===== src/rtl/cpu_spm_portb_arbiter_if.sv =====
// Port-B bus bundle for the CPU scratch-pad RAM: two requesters (m0 = CPU
// MEM stage, m1 = bus-side agent) plus the RAM port B pins.
// The master modport is the outside world (requesters and RAM), the slave
// modport is the arbiter itself.
interface cpu_spm_portb_arbiter_if #(
  parameter int ADDR_W = 12,
  parameter int DATA_W = 32
);
  // m0: CPU MEM stage
  logic              m0_req;
  logic              m0_wr;
  logic [ADDR_W-1:0] m0_addr;
  logic [DATA_W-1:0] m0_wdata;
  logic              m0_gnt;
  logic [DATA_W-1:0] m0_rdata;
  logic              m0_rvalid;

  // m1: debug / DMA agent
  logic              m1_req;
  logic              m1_wr;
  logic [ADDR_W-1:0] m1_addr;
  logic [DATA_W-1:0] m1_wdata;
  logic              m1_gnt;
  logic [DATA_W-1:0] m1_rdata;
  logic              m1_rvalid;

  // SPM port B
  logic [ADDR_W-1:0] spm_addrb;
  logic [DATA_W-1:0] spm_dinb;
  logic              spm_web;
  logic [DATA_W-1:0] spm_doutb;

  modport master (
    output m0_req, m0_wr, m0_addr, m0_wdata,
    input  m0_gnt, m0_rdata, m0_rvalid,
    output m1_req, m1_wr, m1_addr, m1_wdata,
    input  m1_gnt, m1_rdata, m1_rvalid,
    input  spm_addrb, spm_dinb, spm_web,
    output spm_doutb
  );

  modport slave (
    input  m0_req, m0_wr, m0_addr, m0_wdata,
    output m0_gnt, m0_rdata, m0_rvalid,
    input  m1_req, m1_wr, m1_addr, m1_wdata,
    output m1_gnt, m1_rdata, m1_rvalid,
    output spm_addrb, spm_dinb, spm_web,
    input  spm_doutb
  );
endinterface


===== src/rtl/cpu_spm_portb_arbiter.sv =====
// Port-B controller for the CPU scratch-pad dual-port RAM.
// After reset it optionally zero-fills the whole SPM (one word per cycle),
// then arbitrates port B between the CPU MEM stage (m0, high priority) and a
// bus-side agent (m1, low priority, force-granted after MAX_WAIT denials).
// Grants and the port-B address/data are combinational so a read granted in
// cycle N returns data in cycle N+1 from the registered RAM output.
module cpu_spm_portb_arbiter #(
  parameter int ADDR_W   = 12,
  parameter int DATA_W   = 32,
  parameter int DEPTH    = 4096,
  parameter int MAX_WAIT = 4,
  parameter int CLEAR_EN = 1
) (
  input  logic                    clk,
  input  logic                    reset,   // asynchronous, active-low
  cpu_spm_portb_arbiter_if.slave  spm_if,
  output logic                    busy
);

  localparam int WAIT_W = 4;
  localparam logic [WAIT_W-1:0] WAIT_MAX  = WAIT_W'(MAX_WAIT);
  localparam logic [ADDR_W-1:0] LAST_ADDR = ADDR_W'(DEPTH - 1);

  typedef enum logic [0:0] {
    ST_CLEAR = 1'b0,
    ST_ARB   = 1'b1
  } state_t;

  typedef enum logic [1:0] {
    OWN_NONE = 2'd0,
    OWN_M0   = 2'd1,
    OWN_M1   = 2'd2
  } owner_t;

  localparam state_t ST_RESET = (CLEAR_EN != 0) ? ST_CLEAR : ST_ARB;

  // Registered state
  state_t            state_q,    state_d;
  logic [ADDR_W-1:0] clr_addr_q, clr_addr_d;
  logic [WAIT_W-1:0] wait_cnt_q, wait_cnt_d;
  owner_t            rd_owner_q, rd_owner_d;
  // Last address/data driven on port B, held while nobody is granted
  logic [ADDR_W-1:0] addr_q,     addr_d;
  logic [DATA_W-1:0] din_q,      din_d;

  // Combinational port-B drive before reset gating
  logic              m0_gnt_s;
  logic              m1_gnt_s;
  logic              web_s;
  logic [ADDR_W-1:0] addrb_s;
  logic [DATA_W-1:0] dinb_s;

  // State register plus clear pointer, starvation counter and read owner
  always_ff @(posedge clk or negedge reset) begin
    if (!reset) begin
      state_q    <= ST_RESET;
      clr_addr_q <= '0;
      wait_cnt_q <= '0;
      rd_owner_q <= OWN_NONE;
      addr_q     <= '0;
      din_q      <= '0;
    end else begin
      state_q    <= state_d;
      clr_addr_q <= clr_addr_d;
      wait_cnt_q <= wait_cnt_d;
      rd_owner_q <= rd_owner_d;
      addr_q     <= addr_d;
      din_q      <= din_d;
    end
  end

  // Next-state, grant decision and port-B mux
  always_comb begin
    state_d    = state_q;
    clr_addr_d = clr_addr_q;
    wait_cnt_d = wait_cnt_q;
    rd_owner_d = OWN_NONE;
    m0_gnt_s   = 1'b0;
    m1_gnt_s   = 1'b0;
    web_s      = 1'b0;
    addrb_s    = addr_q;
    dinb_s     = din_q;

    case (state_q)
      ST_CLEAR: begin
        // Zero-fill sweep; requests are neither granted nor counted as waits.
        web_s      = 1'b1;
        addrb_s    = clr_addr_q;
        dinb_s     = '0;
        wait_cnt_d = '0;
        if (clr_addr_q == LAST_ADDR) begin
          state_d    = ST_ARB;
          clr_addr_d = '0;
        end else begin
          state_d    = ST_CLEAR;
          clr_addr_d = clr_addr_q + ADDR_W'(1);
        end
      end

      ST_ARB: begin
        // m1 overrides m0 only once it has been starved MAX_WAIT cycles.
        if (spm_if.m1_req && (wait_cnt_q == WAIT_MAX)) begin
          m1_gnt_s = 1'b1;
        end else if (spm_if.m0_req) begin
          m0_gnt_s = 1'b1;
        end else if (spm_if.m1_req) begin
          m1_gnt_s = 1'b1;
        end else begin
          m0_gnt_s = 1'b0;
          m1_gnt_s = 1'b0;
        end

        if (m0_gnt_s) begin
          web_s   = spm_if.m0_wr;
          addrb_s = spm_if.m0_addr;
          dinb_s  = spm_if.m0_wdata;
          rd_owner_d = spm_if.m0_wr ? OWN_NONE : OWN_M0;
        end else if (m1_gnt_s) begin
          web_s   = spm_if.m1_wr;
          addrb_s = spm_if.m1_addr;
          dinb_s  = spm_if.m1_wdata;
          rd_owner_d = spm_if.m1_wr ? OWN_NONE : OWN_M1;
        end else begin
          web_s      = 1'b0;
          rd_owner_d = OWN_NONE;
        end

        // Count consecutive denials of a pending m1 request, saturating.
        if (spm_if.m1_req && !m1_gnt_s) begin
          if (wait_cnt_q == WAIT_MAX) begin
            wait_cnt_d = WAIT_MAX;
          end else begin
            wait_cnt_d = wait_cnt_q + WAIT_W'(1);
          end
        end else begin
          wait_cnt_d = '0;
        end
      end

      default: begin
        state_d    = ST_RESET;
        clr_addr_d = '0;
        wait_cnt_d = '0;
      end
    endcase

    addr_d = addrb_s;
    din_d  = dinb_s;
  end

  // Outputs are forced to their idle values for as long as reset is held,
  // so a write strobe or grant never leaks out while the block is in reset.
  assign spm_if.m0_gnt    = reset & m0_gnt_s;
  assign spm_if.m1_gnt    = reset & m1_gnt_s;
  assign spm_if.spm_web   = reset & web_s;
  assign spm_if.spm_addrb = reset ? addrb_s : '0;
  assign spm_if.spm_dinb  = reset ? dinb_s  : '0;

  // Read return: only the owner of last cycle's read sees the RAM data.
  assign spm_if.m0_rvalid = (rd_owner_q == OWN_M0);
  assign spm_if.m1_rvalid = (rd_owner_q == OWN_M1);
  assign spm_if.m0_rdata  = (rd_owner_q == OWN_M0) ? spm_if.spm_doutb : '0;
  assign spm_if.m1_rdata  = (rd_owner_q == OWN_M1) ? spm_if.spm_doutb : '0;

  assign busy = (state_q == ST_CLEAR);

endmodule


===== src/flat_wrapper.sv =====
// flat-port wrapper written by rule: the top's interface ports become plain ports
module cpu_spm_portb_arbiter_flat 
#(
  parameter int ADDR_W   = 12,
  parameter int DATA_W   = 32,
  parameter int DEPTH    = 4096,
  parameter int MAX_WAIT = 4,
  parameter int CLEAR_EN = 1
)
  (clk, reset, busy, spm_if_m0_req, spm_if_m0_wr, spm_if_m0_addr, spm_if_m0_wdata, spm_if_m0_gnt, spm_if_m0_rdata, spm_if_m0_rvalid, spm_if_m1_req, spm_if_m1_wr, spm_if_m1_addr, spm_if_m1_wdata, spm_if_m1_gnt, spm_if_m1_rdata, spm_if_m1_rvalid, spm_if_spm_addrb, spm_if_spm_dinb, spm_if_spm_web, spm_if_spm_doutb);
  cpu_spm_portb_arbiter_if #(.ADDR_W(ADDR_W), .DATA_W(DATA_W)) spm_if_i ();
  input  logic clk;
  input  logic reset;
  output logic busy;
  input wire logic [$bits(spm_if_i.m0_req)-1:0] spm_if_m0_req;
  input wire logic [$bits(spm_if_i.m0_wr)-1:0] spm_if_m0_wr;
  input wire logic [$bits(spm_if_i.m0_addr)-1:0] spm_if_m0_addr;
  input wire logic [$bits(spm_if_i.m0_wdata)-1:0] spm_if_m0_wdata;
  output wire logic [$bits(spm_if_i.m0_gnt)-1:0] spm_if_m0_gnt;
  output wire logic [$bits(spm_if_i.m0_rdata)-1:0] spm_if_m0_rdata;
  output wire logic [$bits(spm_if_i.m0_rvalid)-1:0] spm_if_m0_rvalid;
  input wire logic [$bits(spm_if_i.m1_req)-1:0] spm_if_m1_req;
  input wire logic [$bits(spm_if_i.m1_wr)-1:0] spm_if_m1_wr;
  input wire logic [$bits(spm_if_i.m1_addr)-1:0] spm_if_m1_addr;
  input wire logic [$bits(spm_if_i.m1_wdata)-1:0] spm_if_m1_wdata;
  output wire logic [$bits(spm_if_i.m1_gnt)-1:0] spm_if_m1_gnt;
  output wire logic [$bits(spm_if_i.m1_rdata)-1:0] spm_if_m1_rdata;
  output wire logic [$bits(spm_if_i.m1_rvalid)-1:0] spm_if_m1_rvalid;
  output wire logic [$bits(spm_if_i.spm_addrb)-1:0] spm_if_spm_addrb;
  output wire logic [$bits(spm_if_i.spm_dinb)-1:0] spm_if_spm_dinb;
  output wire logic [$bits(spm_if_i.spm_web)-1:0] spm_if_spm_web;
  input wire logic [$bits(spm_if_i.spm_doutb)-1:0] spm_if_spm_doutb;
  assign spm_if_i.m0_req = spm_if_m0_req;
  assign spm_if_i.m0_wr = spm_if_m0_wr;
  assign spm_if_i.m0_addr = spm_if_m0_addr;
  assign spm_if_i.m0_wdata = spm_if_m0_wdata;
  assign spm_if_m0_gnt = spm_if_i.m0_gnt;
  assign spm_if_m0_rdata = spm_if_i.m0_rdata;
  assign spm_if_m0_rvalid = spm_if_i.m0_rvalid;
  assign spm_if_i.m1_req = spm_if_m1_req;
  assign spm_if_i.m1_wr = spm_if_m1_wr;
  assign spm_if_i.m1_addr = spm_if_m1_addr;
  assign spm_if_i.m1_wdata = spm_if_m1_wdata;
  assign spm_if_m1_gnt = spm_if_i.m1_gnt;
  assign spm_if_m1_rdata = spm_if_i.m1_rdata;
  assign spm_if_m1_rvalid = spm_if_i.m1_rvalid;
  assign spm_if_spm_addrb = spm_if_i.spm_addrb;
  assign spm_if_spm_dinb = spm_if_i.spm_dinb;
  assign spm_if_spm_web = spm_if_i.spm_web;
  assign spm_if_i.spm_doutb = spm_if_spm_doutb;
  cpu_spm_portb_arbiter #(.ADDR_W(ADDR_W), .DATA_W(DATA_W), .DEPTH(DEPTH), .MAX_WAIT(MAX_WAIT), .CLEAR_EN(CLEAR_EN)) u_core (.clk(clk), .reset(reset), .spm_if(spm_if_i), .busy(busy));
endmodule

===== config.mk =====
export PLATFORM = sky130hd
export DESIGN_NAME = cpu_spm_portb_arbiter_flat
export DESIGN_NICKNAME = d
export VERILOG_FILES = /design/src/rtl/cpu_spm_portb_arbiter_if.sv /design/src/rtl/cpu_spm_portb_arbiter.sv /design/src/flat_wrapper.sv
export SDC_FILE = /design/constraint.sdc
export NUM_CORES = 1
export LEC_CHECK = 0
export CAP_MARGIN = 30
export CORE_UTILIZATION = 36
export DETAILED_ROUTE_END_ITERATION = 7
export HOLD_SLACK_MARGIN = 0.12
export PLACE_DENSITY = 0.81
export SLEW_MARGIN = 15
export SYNTH_ARGS = -nofsm -noshare
export SYNTH_HDL_FRONTEND = slang
export SYNTH_SLANG_ARGS = --single-unit

===== constraint.sdc =====
create_clock -name clk -period 2.8 [get_ports clk]
set_input_delay 0.56 -clock clk [delete_from_list [all_inputs] [get_ports clk]]
set_output_delay 0.56 -clock clk [all_outputs]
set_load 0.005 [all_outputs]

# Word-level counts from Yosys, hierarchy flattened
# Cells that the tools add are included.
[classes] reduce_logical=3 addsub=2 bitwise_logic=4 n_eq_ne=4 n_mux=33
[ops] cell="$mux W32" count=5
[ops] cell="$pmux W32 S2" count=1
[ops] cell="$mux W12" count=4
[ops] cell="$pmux W12 S2" count=1
[ops] cell="$mux W1" count=14
[ops] cell="$add A12 B1 Y12 const B" count=1
[ops] cell="$eq A12 B12 Y1 const B" count=1
[ops] cell="$mux W2" count=4
[ops] cell="$mux W4" count=2
[ops] cell="$pmux W4 S2" count=1
[ops] cell="$add A4 B1 Y4 const B" count=1
[ops] cell="$eq A4 B3 Y1 const B" count=1
[ops] cell="$and A1 B1 Y1" count=3
[ops] cell="$eq A2 B1 Y1 const B" count=1
[ops] cell="$eq A2 B2 Y1 const B" count=1
[ops] cell="$logic_and A1 B1 Y1" count=2
[ops] cell="$pmux W1 S2" count=1
[ops] cell="$logic_not A1 Y1" count=1
[ops] cell="$not A1 Y1" count=1
[totals] reg_bits=63 input_bits=126

# Logic depth before layout (Yosys ltp)
# Gate-level depths: netlist of the first run.
[logic_depth] ltp_word=8 depth_mapped=8

# Worst setup path before layout of the first run
# No wires, ideal clock.
[synth_timing] kind="input-to-output" from="in spm_if_m1_req" to="out spm_if_spm_addrb[3]" arrival_ns=1.691 path_stages=7 path_buffers=3 path_slack_ns=0.549 path_cell_list="buf_6 > nand4b_4 > and2_4 > buf_6 > buf_6 > a221o_1 > and2_1"
[synth_via] elab_chain_cells=8 word_cells_on_any_way=11
[synth_lines] element="start: declaration" line_no="flat_wrapper.sv:22" rtl="input wire logic [$bits(spm_if_i.m1_req)-1:0] spm_if_m1_req;"
[synth_lines] element="$mux W1" line_no="cpu_spm_portb_arbiter.sv:106" rtl="end else if (spm_if.m1_req) begin"
[synth_lines] element="$mux W1" line_no="cpu_spm_portb_arbiter.sv:104" rtl="end else if (spm_if.m0_req) begin"
[synth_lines] element="$mux W1" line_no="cpu_spm_portb_arbiter.sv:102" rtl="if (spm_if.m1_req && (wait_cnt_q == WAIT_MAX)) begin"
[synth_lines] element="$mux W1" line_no="cpu_spm_portb_arbiter.sv:84" rtl="case (state_q)"
[synth_lines] element="$mux W12" line_no="cpu_spm_portb_arbiter.sv:118" rtl="end else if (m1_gnt_s) begin"
[synth_lines] element="$mux W12 (*)" line_no="cpu_spm_portb_arbiter.sv:113" rtl="if (m0_gnt_s) begin"
[synth_lines] element="$pmux W12 S2 (*)" line_no="cpu_spm_portb_arbiter.sv:84"
[synth_lines] element="via u_core.addr_d[3]" line_no="cpu_spm_portb_arbiter.sv:43" rtl="logic [ADDR_W-1:0] addr_q, addr_d;"
[synth_lines] element="$mux W12 (*)" line_no="cpu_spm_portb_arbiter.sv:156" rtl="assign spm_if.spm_addrb = reset ? addrb_s : '0;"
[synth_lines] element="end: declaration" line_no="flat_wrapper.sv:29" rtl="output wire logic [$bits(spm_if_i.spm_addrb)-1:0] spm_if_spm_addrb;"
# Mark *: on every way through the listed nets, which the timed path passes. The rest lies on a longest branch. The select of a mux whose other input is x is not followed.

# Worst setup path in the final report of the first run
[layout_timing] from="reg u_core.wait_cnt_q[1]" to="out spm_if_spm_dinb[24]"
[layout_via] elab_chain_cells=8 word_cells_on_any_way=10
[layout_lines] element="start: declaration" line_no="cpu_spm_portb_arbiter.sv:40" rtl="logic [WAIT_W-1:0] wait_cnt_q, wait_cnt_d;"
[layout_lines] element="start signal: assignment" line_no="cpu_spm_portb_arbiter.sv:65" rtl="wait_cnt_q <= wait_cnt_d;"
[layout_lines] element="$eq A4 B3 Y1 (*)" line_no="cpu_spm_portb_arbiter.sv:102"
[layout_lines] element="$logic_and A1 B1 Y1 (*)" line_no="cpu_spm_portb_arbiter.sv:102"
[layout_lines] element="$mux W1" line_no="cpu_spm_portb_arbiter.sv:102"
[layout_lines] element="$mux W1" line_no="cpu_spm_portb_arbiter.sv:84"
[layout_lines] element="$mux W32" line_no="cpu_spm_portb_arbiter.sv:118"
[layout_lines] element="$mux W32 (*)" line_no="cpu_spm_portb_arbiter.sv:113"
[layout_lines] element="$pmux W32 S2 (*)" line_no="cpu_spm_portb_arbiter.sv:84"
[layout_lines] element="$mux W32 (*)" line_no="cpu_spm_portb_arbiter.sv:157" rtl="assign spm_if.spm_dinb = reset ? dinb_s : '0;"
[layout_lines] element="end: declaration" line_no="flat_wrapper.sv:30" rtl="output wire logic [$bits(spm_if_i.spm_dinb)-1:0] spm_if_spm_dinb;"
# Mark *: on every way between the ends. The rest lies on a longest branch, timed or not. The select of a mux whose other input is x is not followed.

==> results of run 1 <==
[sequential cells by signal, indices dropped and copies added, names as in the netlist]
| signal | cells |
|---|---|
| u_core.clr_addr_q | 12 |
| u_core.addr_q | 12 |
| u_core.rd_owner_q | 2 |
| u_core.din_q | 32 |
| u_core.wait_cnt_q | 4 |
| u_core.state_q | 1 |
[cells by family after synthesis]
family / share of synthesized area (%)
AOI/OAI and AO/OA: 16.5
muxes: 3.34
buffers and inverters: 8.98
xor gates and xnor gates: 2.19
and+or+nand+nor: 24.1
adders and majority gates: 1.04
DFF: 43.9
[metrics by stage]
stage | setup WS (ps) | utilization [%] | std cells
after floorplan | 549 | - | 386
after global placement | -508 | 65.0 | 764
after detailed placement | -618 | 65.0 | 764
after CTS | -153 | 75.7 | 883
after global routing | -109 | 76.1 | 892
final | -36.5 | 76.1 | 892
[critical path: stages (launching register included)]
cell and delay [ps]:
dfrtp_1 410, inv_2 80, ha_4 140, buf_6 120
nand4b_4 160, and2_4 250, buf_6 120, a222oi_1 390
nor2_1 110, buf_2 160
[routing by layer]
| layer | global-route usage, % | vias to the layer above |
|---|---|---|
| met2 | 51.9 | 266 |
| li1 | - | 2100 |
| met3 | 5.27 | 45 |
| met4 | 13.8 | 0 |
| met1 | 37.1 | 2224 |
| met5 | 0 | - |
[synthesized netlist by cell type (5+ instances only)]
cell	number	area [um^2]
and2_1	78	488
dfrtp_1	63	1580
inv_1	50	188
nor2_1	45	169
a222oi_1	32	320
clkbuf_1	14	52.6
mux2i_1	12	120
o22ai_1	12	75.1
a221o_1	11	110
buf_2	9	45.0
xnor2_1	8	70.1
nand2_1	6	22.5
nand3_1	5	25.0
nor2b_1	5	31.3
[power by group through the flow]
stage / Clock, W / Sequential (W) / Combinational (W)
final: 0.000921 / 0.000909 / 0.000252
after global routing: 0.000972 / 0.000909 / 0.000268
after floorplan: 0 / 0.000927 / 0.0000279
after detailed placement: 0 / 0.000927 / 0.000250
after CTS: 0.000921 / 0.000909 / 0.000252
after global placement: 0 / 0.000927 / 0.000246
[worst max path at each step]
| stage | startpoint | end | slack (ps) | cells past startpoint |
|---|---|---|---|---|
| after floorplan | spm_if_m1_req | spm_if_spm_addrb[3] | 550 | 7 |
| after detailed placement | spm_if_m1_req | spm_if_spm_addrb[2] | -620 | 6 |
| final | u_core.wait_cnt_q[1] | spm_if_spm_dinb[24] | -40 | 9 |
| after global placement | spm_if_m1_req | spm_if_spm_addrb[3] | -510 | 6 |
| after CTS | spm_if_m0_req | spm_if_spm_dinb[8] | -150 | 9 |
| after global routing | u_core.wait_cnt_q[1] | spm_if_spm_dinb[24] | -110 | 9 |
[final cells by class]
cell class              count  area (um^2)
clock inverters             6         92.6
inverters                  50          188
clock buffers              10          138
fillers                   693         2330
flip-flops and latches     63         1580
multi-input cells         254         1830
repair buffers            376         3410
well taps                 133          166
[repair_timing]
action	in CTS	in global routing
setup buffers	94	14
setup endpoints to repair	45	49
pin swaps	49	52
cloned	9	0
gates resized for setup	114	66
==> impl_metrics.tcl, run 1 <==
set metrics [dict create \
    outcome "complete, but fails checks" \
    violations "setup timing" \
    ff2ff_setup_slack_ps -10 \
    drcViolationCount 0 \
    internal_power_w 0.00161 \
    reg2reg_to "u_core.din_q[28]" \
    combPwrFrac_pct 12.1 \
    worstPathArrival_ps 2280 \
    die-height_um 102 \
    synth_edf_count 0 \
    highest_layer "met4" \
    ys.flop_type "dfrtp_1" \
    cts_root_buf "clkbuf_8" \
    grt_overflow 0 \
    p_switching_w 0.000470 \
    power_w 0.00208 \
    max_cap_viol_count 0 \
    drtPass1Iterations 8 \
    synth-seq-cells 63 \
    wl_met1_um 6380 \
    syn_to_final_growth_pct 106 \
    num_antenna_cells 0 \
    final_area_um2 7400 \
    place.gp.congestion 0.836 \
    clk_latency_ps 350 \
    async_reset_ff_share_pct 100 \
    finalCritPeriodShare_pct 101 \
    setup_violations 7 \
    p_clk_share_pct 44.2 \
    yosysSeqAreaShare_pct 43.9 \
    dr.first_iter.drc_count 352 \
    synth_area_um2 3590 \
    criticalPathCategory "reg -> out" \
    finalCriticalPeriod_ps 2840 \
    leakagePower_nw 3.65 \
    fin_setup_tns_ps -132 \
    slew_headroom_pct 62.4 \
    hp-class "in -> async" \
    io_pins 240 \
    finalWorstSetupSlack_ps -36.5 \
    cts_buffer_depth 2 \
    layout-drive-gt1-share_pct 27.8 \
    skew_ps 15.0 \
    route.met3.wl_um 1160 \
    grt_max_degree 78 \
    ys_types 38 \
    ir_drop_mv 0.258 \
    hold_viol 0 \
    cts-htree-levels 3 \
    routed-wl-met2_um 8110 \
    grt_pass1_wl_um 23500 \
    switching_share_pct 22.6 \
    row_count 36 \
    path_clk_slew_ps 90 \
    final_antenna_net_count 0 \
    avgSynthCellArea_um2 9.31 \
    routed_wl_um 16200 \
    tightestPinTransition_ps 559 \
    fp.dieArea_um2 10400 \
    ff2ff_path_depth 18 \
    tritoncts "built" \
    vias 4635 \
    avgViaCountPerCell 5.20 \
    syn_nets 515 \
    endpoint_kind "primary output" \
    antenna_found_initial 0 \
    cp_max_fo 5 \
    yosys_warnings 0 \
    hold_ws_ps 238 \
    cts_hold_buf 0 \
    start_kind "flip-flop" \
    r2r-start "u_core.wait_cnt_q[1]" \
    rsz0062_at_grt "true" \
    post_drt_wl_per_cell_um 18.2 \
    max_freq_ghz 0.353 \
    powerDensity_nw_per_um2 281 \
    cp.required_ps 2240 \
    synth_cells 386 \
    initial_core_util_pct 36.9 \
    grt_pass1_vias 4462 \
    cts_made_buffers 9 \
    dpl.hpwl_um 9740 \
    final_cell_mix "clkdlybuf4s50_1, buf_4, and2_1, dfrtp_1, inv_1" \
    finalMaxSlewViolations 0 \
    layout_commonest_cell "clkdlybuf4s50_1" \
    cts.sinks 63 \
    final_nets 883 \
    placed_area_um2 6320 \
    die_x_um 102 \
    numPortBuffers 239 \
    p_seq_share_pct 43.7 \
    coreArea_um2 9730 \
    grt_use_total_pct 30.2 \
]
Power figures use the tool's default switching activity.
==> run 2: changes to the inputs <==
SKIP_CTS_REPAIR_TIMING = 1   (was default)
==> run 2 against run 1 <==
  * The run ends with DRC, setup timing left
  * Power down 0.21%
  * Maximum frequency down 4.8%
  * Cell area down 5.3%
  * Critical endpoint is now spm_if_spm_addrb[10]
  * Largest power group unchanged
==> impl_metrics.tcl, run 2 (synthesis results as in run 1) <==
set metrics [dict create \
    r2r-start "u_core.wait_cnt_q[1]" \
    route.met3.wl_um 1030 \
    largest_register "u_core.din_q" \
    cpMaxStageDelayCell "clkdlybuf4s50_1" \
    cp-endpoint "spm_if_spm_addrb[10]" \
    reg_top3 "u_core.din_q (32), u_core.addr_q (12), u_core.clr_addr_q (12)" \
    fin_util_pct 72.0 \
    final_cell_mix "clkdlybuf4s50_1, and2_1, dfrtp_1, buf_4, inv_1" \
    cts_buffer_depth 2 \
    layout-drive-gt1-share_pct 19.5 \
    routed-wl-met2_um 7570 \
    max_cap_viol_count 0 \
    finalWorstSetupSlack_ps -180 \
    worstPathArrival_ps 2420 \
    powerDensity_nw_per_um2 297 \
    clk_latency_ps 350 \
    endpoint_kind "primary output" \
    grt_pass1_wl_um 19500 \
    cp_cell_sequence "clkdlybuf4s50_1, and2_2, buf_4, a311o_1, and2_1, clkdlybuf4s50_1" \
    cp.depth 6 \
    criticalPathCategory "in -> out" \
    cts_root_buf "clkbuf_8" \
    timing.critical_path.buf_inv 3 \
    cts-htree-levels 3 \
    avgViaCountPerCell 5.15 \
    final_nets 823 \
    cts_made_buffers 9 \
    cpMostUsedCell "clkdlybuf4s50_1" \
    slowest_delay_ps 460 \
    vias 4286 \
    hp-class "in -> async" \
    grt_use_total_pct 24.7 \
    start_kind "primary input" \
    final_cells 832 \
    finalMaxSlewViolations 0 \
    dpl.hpwl_um 9740 \
    routed_wl_um 15200 \
    finalCritPeriodShare_pct 106 \
    tritoncts "built" \
    highest_layer "met4" \
    tightestPinTransition_ps 564 \
    initial_core_util_pct 36.9 \
    path_clk_slew_ps 80 \
    antenna_found_initial 0 \
    n_fill_cell 759 \
    critPathTopFamily "buffers and inverters" \
    post_drt_wl_per_cell_um 18.3 \
    setup_violations 15 \
    io_pins 240 \
    fp.dieArea_um2 10400 \
    layout_commonest_cell "clkdlybuf4s50_1" \
    ff2ff_setup_slack_ps 620 \
    violations "DRC, setup timing" \
    reg2reg_to "u_core.din_q[27]" \
    row_count 36 \
    place.gp.congestion 0.836 \
    die_x_um 102 \
    syn_to_final_growth_pct 95.0 \
    grt_overflow 0 \
    numPortBuffers 239 \
    cp_max_fo 9 \
    cts.sinks 63 \
    grt_max_degree 78 \
    hold_viol 0 \
    drcViolationCount 12 \
    finalCriticalPeriod_ps 2980 \
    place_inst 764 \
    coreArea_um2 9730 \
    outcome "complete, but fails checks" \
    ff2ff_path_depth 11 \
    cp.required_ps 2240 \
    max_freq_ghz 0.336 \
    drtPass1Iterations 8 \
    critPathLaunch "spm_if_m0_req" \
    slew_headroom_pct 62.1 \
    fin_setup_tns_ps -1250 \
    grt_pass1_vias 3800 \
    rsz0062_at_grt "true" \
    largest_register_ffs 32 \
    num_antenna_cells 0 \
    leakagePower_nw 3.68 \
    die-height_um 102 \
    final_antenna_net_count 0 \
    dr.first_iter.drc_count 334 \
    ir_drop_mv 0.255 \
    wl_met1_um 6210 \
    skew_ps 14.5 \
]
run 2: per-stage QoR:
step | area [um^2] | hold slack [ps] | power, W | setup slack, ps
detailed placement | 6320 | 489 | 0.00118 | -618
global placement | 6320 | 486 | 0.00117 | -508
CTS | 6550 | 277 | 0.00208 | -634
finish | 7010 | 274 | 0.00208 | -180
floorplan | 3590 | 264 | 0.000955 | 549
global route | 7010 | 287 | 0.00215 | -262
run 2: per-layer routing:
metal	vias up	track usage (%)
met5	-	0
met4	0	10.9
met3	34	4.51
met2	227	42.6
met1	2043	30.1
li1	1982	-
run 2: worst min path at each step:
stage,from,to,slack (ps),depth (start not counted)
5_1_grt,reset,u_core.addr_q[4],290,2
3_5_place_dp,u_core.din_q[7],u_core.din_q[7],490,2
3_3_place_gp,u_core.din_q[7],u_core.din_q[7],490,2
6_report,reset,u_core.addr_q[4],270,2
4_1_cts,reset,u_core.addr_q[4],280,2
2_1_floorplan,reset,u_core.addr_q[0],260,0
run 2: cell type report:
cell class / count / area, um^2 / area share, %
clock inverter: 6 / 92.6 / 1.32
inverter: 50 / 188 / 2.68
sequential: 63 / 1580 / 22.5
multi-input combinational: 254 / 1800 / 25.7
tap: 133 / 166 / 2.37
timing repair buffer: 316 / 3040 / 43.4
clock buffer: 10 / 138 / 1.96
run 2: report_power, final:
group	internal [W]	switching (W)	total, W
sequential	0.000909	0	0.000909
clock	0.000530	0.000387	0.000918
combinational	0.000173	0.0000783	0.000251
total	0.00161	0.000466	0.00208
run 2: worst reg2reg max path: stages, from the launching register on:
cell	delay, ps
dfrtp_1	390
inv_1	70
ha_2	180
buf_6	120
nand4b_4	150
and2_4	210
buf_4	150
buf_4	130
a222oi_1	390
buf_4	180
buf_4	90
inv_1	30
